### src/rtl/island_peak_extractor.sv
// ============================================================================
// Module      : island_peak_extractor
// Description : Per-island peak, peak position, integral and length of a
//               multi-lane signed sample stream gated by trig.
// Revision    : 1.0 - initial release
// ============================================================================
`default_nettype none

module island_peak_extractor #(
    parameter int BITS     = 31,
    parameter int LANES    = 4,
    parameter int LEN_BITS = 16,
    parameter int SUM_BITS = BITS + LEN_BITS + $clog2(LANES)
) (
    input  logic                                   clk,
    input  logic                                   reset_n,
    input  logic                                   trig,
    input  logic [LANES*BITS-1:0]                  in_data,
    input  logic                                   out_ready,
    output logic                                   out_valid,
    output logic signed [BITS-1:0]                 peak,
    output logic [LEN_BITS+$clog2(LANES)-1:0]      peak_pos,
    output logic signed [SUM_BITS-1:0]             integral,
    output logic [LEN_BITS-1:0]                    length,
    output logic                                   len_sat,
    output logic [15:0]                            drop_count
);

    localparam int C_LOG2L = $clog2(LANES);
    localparam int C_POS_W = LEN_BITS + C_LOG2L;
    localparam int C_NODES = 2 * LANES;

    typedef enum logic [0:0] {
        S_IDLE   = 1'b0,
        S_ACTIVE = 1'b1
    } state_t;

    // Heap-ordered tree: node 1 is the root, leaves live at LANES..2*LANES-1.
    logic signed [BITS-1:0]     r_mx [1:C_NODES-1];
    logic [C_LOG2L-1:0]         r_ix [1:C_NODES-1];
    logic signed [SUM_BITS-1:0] r_sm [1:C_NODES-1];

    logic [C_LOG2L:0] r_trig_p;
    logic [C_LOG2L:0] r_end_p;
    logic             r_last_trig;

    state_t                     r_state, w_state_nx;
    logic signed [BITS-1:0]     r_peak,  w_peak_nx;
    logic [C_POS_W-1:0]         r_pos,   w_pos_nx;
    logic signed [SUM_BITS-1:0] r_sum,   w_sum_nx;
    logic [LEN_BITS-1:0]        r_len,   w_len_nx;
    logic                       r_sat,   w_sat_nx;

    logic w_t_trig;
    logic w_t_end;

    assign w_t_trig = r_trig_p[C_LOG2L];
    assign w_t_end  = r_end_p[C_LOG2L];

    always_ff @(posedge clk) begin
        if (!reset_n) begin
            for (int i = 1; i < C_NODES; i++) begin
                r_mx[i] <= '0;
                r_ix[i] <= '0;
                r_sm[i] <= '0;
            end
            r_trig_p    <= '0;
            r_end_p     <= '0;
            r_last_trig <= 1'b0;
        end else begin
            for (int i = 0; i < LANES; i++) begin
                r_mx[LANES+i] <= in_data[i*BITS +: BITS];
                r_ix[LANES+i] <= C_LOG2L'(i);
                r_sm[LANES+i] <= {{(SUM_BITS-BITS){in_data[i*BITS+BITS-1]}},
                                  in_data[i*BITS +: BITS]};
            end
            // Right child only wins when strictly greater, so lower lanes win ties.
            for (int i = 1; i < LANES; i++) begin
                if (r_mx[2*i+1] > r_mx[2*i]) begin
                    r_mx[i] <= r_mx[2*i+1];
                    r_ix[i] <= r_ix[2*i+1];
                end else begin
                    r_mx[i] <= r_mx[2*i];
                    r_ix[i] <= r_ix[2*i];
                end
                r_sm[i] <= r_sm[2*i] + r_sm[2*i+1];
            end
            r_trig_p    <= {r_trig_p[C_LOG2L-1:0], trig};
            r_end_p     <= {r_end_p[C_LOG2L-1:0], r_last_trig & ~trig};
            r_last_trig <= trig;
        end
    end

    always_comb begin
        w_state_nx = r_state;
        w_peak_nx  = r_peak;
        w_pos_nx   = r_pos;
        w_sum_nx   = r_sum;
        w_len_nx   = r_len;
        w_sat_nx   = r_sat;
        case (r_state)
            S_IDLE: begin
                if (w_t_trig) begin
                    w_state_nx = S_ACTIVE;
                    w_peak_nx  = r_mx[1];
                    w_pos_nx   = {{LEN_BITS{1'b0}}, r_ix[1]};
                    w_sum_nx   = r_sm[1];
                    w_len_nx   = LEN_BITS'(1);
                    w_sat_nx   = 1'b0;
                end
            end
            S_ACTIVE: begin
                if (w_t_trig) begin
                    w_sum_nx = r_sum + r_sm[1];
                    if (r_len == '1) begin
                        w_sat_nx = 1'b1;
                    end else begin
                        w_len_nx = r_len + LEN_BITS'(1);
                    end
                    // Position freezes once the cycle offset no longer fits.
                    if (r_mx[1] > r_peak) begin
                        w_peak_nx = r_mx[1];
                        if (r_len != '1) begin
                            w_pos_nx = {r_len, r_ix[1]};
                        end
                    end
                end else begin
                    w_state_nx = S_IDLE;
                end
            end
            default: w_state_nx = S_IDLE;
        endcase
    end

    always_ff @(posedge clk) begin
        if (!reset_n) begin
            r_state <= S_IDLE;
            r_peak  <= '0;
            r_pos   <= '0;
            r_sum   <= '0;
            r_len   <= '0;
            r_sat   <= 1'b0;
        end else begin
            r_state <= w_state_nx;
            r_peak  <= w_peak_nx;
            r_pos   <= w_pos_nx;
            r_sum   <= w_sum_nx;
            r_len   <= w_len_nx;
            r_sat   <= w_sat_nx;
        end
    end

    // The end marker reaches the tree root one cycle after the island's last
    // samples were folded in, so the accumulator holds the finished result.
    always_ff @(posedge clk) begin
        if (!reset_n) begin
            out_valid  <= 1'b0;
            peak       <= '0;
            peak_pos   <= '0;
            integral   <= '0;
            length     <= '0;
            len_sat    <= 1'b0;
            drop_count <= '0;
        end else if (w_t_end) begin
            if (!out_valid || out_ready) begin
                out_valid <= 1'b1;
                peak      <= r_peak;
                peak_pos  <= r_pos;
                integral  <= r_sum;
                length    <= r_len;
                len_sat   <= r_sat;
            end else if (drop_count != 16'hFFFF) begin
                drop_count <= drop_count + 16'd1;
            end
        end else if (out_valid && out_ready) begin
            out_valid <= 1'b0;
        end
    end

endmodule

`default_nettype wire

### config.mk
export PLATFORM = sky130hd
export DESIGN_NAME = island_peak_extractor
export DESIGN_NICKNAME = d
export VERILOG_FILES = /design/src/rtl/island_peak_extractor.sv
export SDC_FILE = /design/constraint.sdc
export NUM_CORES = 1
export LEC_CHECK = 0
export CAP_MARGIN = 20
export CORE_MARGIN = 5
export CORE_UTILIZATION = 55
export DETAILED_ROUTE_END_ITERATION = 8
export PLACE_DENSITY = 0.87
export SYNTH_ARGS = -nofsm -noshare
export SYNTH_HDL_FRONTEND = slang
export SYNTH_SLANG_ARGS = --single-unit
### constraint.sdc
create_clock -name clk -period 5.3 [get_ports clk]
set_clock_uncertainty 0.1 [all_clocks]
set_input_delay 1.325 -clock clk [delete_from_list [all_inputs] [get_ports clk]]
set_output_delay 1.325 -clock clk [all_outputs]
set_load 0.01 [all_outputs]
==> flow_summary.toml <==
[yosys]
synth_seq_cells = 624
synth_sequential_area_ratio_pct = 41.1
synth_area_leaders = "sky130_fd_sc_hd__dfxtp_1, sky130_fd_sc_hd__ha_1, sky130_fd_sc_hd__edfxtp_1, sky130_fd_sc_hd__a21oi_1, sky130_fd_sc_hd__nand2_1"
synth.most_common_cell = "sky130_fd_sc_hd__dfxtp_1"
synth-async-reset-ratio_pct = 0
area_of_the_mapped_netlist_um2 = 32800
synthTopCellsByCount = "sky130_fd_sc_hd__dfxtp_1, sky130_fd_sc_hd__nand2_1, sky130_fd_sc_hd__a21oi_1, sky130_fd_sc_hd__ha_1"
yosys.cell_types.count = 89
post_synth_top_area_cell = "sky130_fd_sc_hd__dfxtp_1"
synth_area_per_cell_um2 = 8.58
synthesis.yosys.warnings = 0
postSynth.topFlopCell = "sky130_fd_sc_hd__dfxtp_1"
synth_largest_type_area_fraction_pct = 32.1
synth-edff-count = 98
synth_cells = 3822

[grt]
grt.met2_usage_pct = 43.3
grt.overflow.total = 0
globalRouteTotalUtil_pct = 26.9
antenna_found_initial = 0
first_global_vias = 26600
grtUsageMet1_pct = 37.3
met3_global_route_usage_pct = 4.06
grt_most_used_layer = "met2"
maximum_number_of_pins_on_one_net_before_global_route_repair = 164
global_route_wire_length_before_repair_um = 142000

[cts]
root_buffer = "sky130_fd_sc_hd__clkbuf_16"
cts_htree_levels = 3
tritoncts.num_buffers = 67
ctsResizeCount = 0
post_cts.repair.setup_buffers = 0
clock_sinks = 624
cts.hold.buffers_added = 0
clk_pin_slew_ns = 0.06
cts_tree = "done"
insertion_delay_ns = 0.61
ctsLongestPathBuffers = 3

[detailed_routing]
routed_via_density = 5.80
final_antenna_net_count = 0
drcViolationCount = 0
drtPass1Iterations = 6
average_wire_per_standard_cell_um = 18.4
routed_wirelength_um = 89700
initialDrtViolationCount = 2675
route.vias.total = 28300

[layout]
utilization_pct = 65.1
num_antenna_cells = 0
drive_gt1_share_pct = 4.68
ff_latch_area_um2 = 13500
fillerInstances = 4744
multi_input_comb_area_um2 = 18100
synthToLayoutAreaGrowth_pct = 17.2
layout.nets = 4471

[worst_setup_path]
worst_r2r_path_depth = 11
critical_path.slowest_cell = "sky130_fd_sc_hd__a211oi_4"
setup.reg_to_reg.worst_slack_ns = 1.38
cp-end-kind = "flop"
largest_fanout_of_any_net_on_the_critical_path = 33
timing.critical_path.cells = "ha_1 > a21o_1 > a21o_1 > a21o_1 > a21oi_1 > o221ai_1 > a221oi_1 > nor2_1 > a211oi_4 > buf_4 > o21ai_0"
most_prevalent_standard_cell_on_the_critical_path = "sky130_fd_sc_hd__a21o_1"
kind_of_start_point_of_the_critical_path = "flop"
timing.rr.start = "r_mx[0][101]"
worstSetupStartpoint = "r_mx[0][101]"
worstSetupPathType = "reg2reg"
reg2reg_to = "r_mx[0][31]"
cp_data_required_time_ns = 5.52
crit_path_max_cell_delay_ns = 0.81
cp.arrival_ns = 4.14

[sta]
report.final.slew_viol_count = 0
layout_setup_ws_ns = 1.38
timing.slew.headroom_pct = 31.7
final_min_period_over_clock_period_pct = 73.9
clock.fmax_mhz = 255
worst_hold_slack_after_final_layout_ns = 0.336
grt_setup_unrepaired = "no"
fin_tns_setup_ns = 0
setup_violations = 0
final_hold_viol_count = 0
final_critical_period_ns = 3.92
worst-slew-pin-transition_ns = 1.02

[placed_design]
placer_congestion_estimate = 1.02
hpwl_um = 67500
dpl_worst_slack_ns = 1.47
placement.io_buffers = 259

[die]
die-area_um2 = 64600
io_pins = 260
chipWidth_um = 254
rows = 89
die_y_um = 254
fp.coreArea_um2 = 59000
initial_utilization_pct = 55.5

[flow_run]
timing.max_cap.violations = 0

[hold_path]
min-delay-start = "r_end_p[1]"
hold-path-endpoint = "r_end_p[2]"
whs_path_depth = 1
hold_path_class = "reg2reg"

[outcome]
run_status = "finished clean"

[pwr]
max-vdd-ir-drop_uv = 302
cellLeakagePower_nw = 15.7
powerDensity_nw_per_um2 = 309
[cells by family (layout without fill, tap and decap cells)]
family,count (synthesis),count (layout),synth area share [%]
compound gates,991,991,18.6
buf+inv,417,604,4.83
xor+xnor,144,144,3.85
simple gates,1311,1311,19.1
mux,46,46,1.41
fa+ha+maj,288,288,11.1
other cells,1,98,0.0114
flops,624,624,41.1
[power by group]
part / total, mW / leakage (nW) / switching, mW / internal, mW
sequential: 5.29 / 5.33 / 0.209 / 5.08
combinational: 1.82 / 9.28 / 1.11 / 0.706
clock: 4.76 / 1.13 / 1.94 / 2.82
total: 11.9 / 15.7 / 3.26 / 8.61
[state kept, by name (all words and copies together), names as in the netlist, 3 cells and up]
| signal | count |
|---|---|
| r_peak | 31 |
| r_ix | 6 |
| r_len | 16 |
| drop_count | 16 |
| r_sum | 49 |
| peak_pos | 18 |
| length | 16 |
| r_sm | 271 |
| peak | 31 |
| integral | 49 |
| r_pos | 18 |
| r_end_p | 3 |
| r_mx | 93 |
| r_trig_p | 3 |
[critical path, delay by kind of cell (launching register included)]
kind | cells | cell delay (ns)
AO/OA/AOI/OAI | 8 | 2.20
buffers and inverters | 1 | 0.47
flip-flops | 1 | 0.41
adder cells (fa/ha/maj) | 1 | 0.31
AND/OR/NAND/NOR | 1 | 0.14
[layer usage]
layer	part of all wire, %	vias to the layer above
met2	45	1158
met4	3.6	0
met5	0	-
li1	-	13700
met1	43	13200
met3	8.3	190
[layout make-up]
cell class	count	area share [%]
flip-flops and latches	624	35.1
multi-input cells	2878	47.2
inverters	207	2.04
clock buffers	93	5.32
clock inverters	27	0.628
repair buffers	277	7.26
well taps	773	2.52
[through the flow]
stage / power [mW] / instance area (µm²) / cells
CTS: 11.9 / 38400 / 4879
finish: 11.9 / 38400 / 4879
detailed placement: 7.15 / 36100 / 4759
floorplan: 6.56 / 33100 / 3919
global placement: 7.10 / 36100 / 4758
global route: 12.3 / 38400 / 4879
[layout by cell type, fill, tap and decap left out, types with 14 or more instances in the layout]
| cell type | n |
|---|---|
| sky130_fd_sc_hd__nand2_1 | 430 |
| sky130_fd_sc_hd__o21bai_1 | 30 |
| sky130_fd_sc_hd__or3_1 | 28 |
| sky130_fd_sc_hd__nand4_1 | 58 |
| sky130_fd_sc_hd__nor3_1 | 46 |
| sky130_fd_sc_hd__ha_1 | 284 |
| sky130_fd_sc_hd__conb_1 | 98 |
| sky130_fd_sc_hd__nand2b_1 | 25 |
| sky130_fd_sc_hd__buf_4 | 14 |
| sky130_fd_sc_hd__xnor2_1 | 86 |
| sky130_fd_sc_hd__clkdlybuf4s50_1 | 258 |
| sky130_fd_sc_hd__nor2b_1 | 33 |
| sky130_fd_sc_hd__nand3_1 | 205 |
| sky130_fd_sc_hd__nor2_1 | 256 |
| sky130_fd_sc_hd__o31ai_1 | 46 |
| sky130_fd_sc_hd__dfxtp_1 | 524 |
| sky130_fd_sc_hd__edfxtp_1 | 98 |
| sky130_fd_sc_hd__and3_1 | 16 |
| sky130_fd_sc_hd__a211oi_1 | 36 |
| sky130_fd_sc_hd__inv_1 | 206 |
| sky130_fd_sc_hd__o21ai_0 | 256 |
| sky130_fd_sc_hd__a31oi_1 | 18 |
| sky130_fd_sc_hd__nor4_1 | 16 |
| sky130_fd_sc_hd__a21oi_1 | 360 |
| sky130_fd_sc_hd__and2_1 | 150 |
| sky130_fd_sc_hd__a21o_1 | 106 |
| sky130_fd_sc_hd__xor2_1 | 58 |
| sky130_fd_sc_hd__mux2i_1 | 45 |
| sky130_fd_sc_hd__clkbuf_16 | 75 |
[how the worst max path moves through the flow]
stage	to	slack [ns]	cells past startpoint
final	r_mx[0][31]	1.38	11
after global routing	r_mx[0][60]	1.18	13
after global placement	r_mx[0][111]	1.36	11
after detailed placement	r_mx[0][56]	1.47	9
after floorplan	r_sum[36]	1.99	12
after CTS	r_mx[0][31]	1.41	8
(Power assumes the default switching activity.)
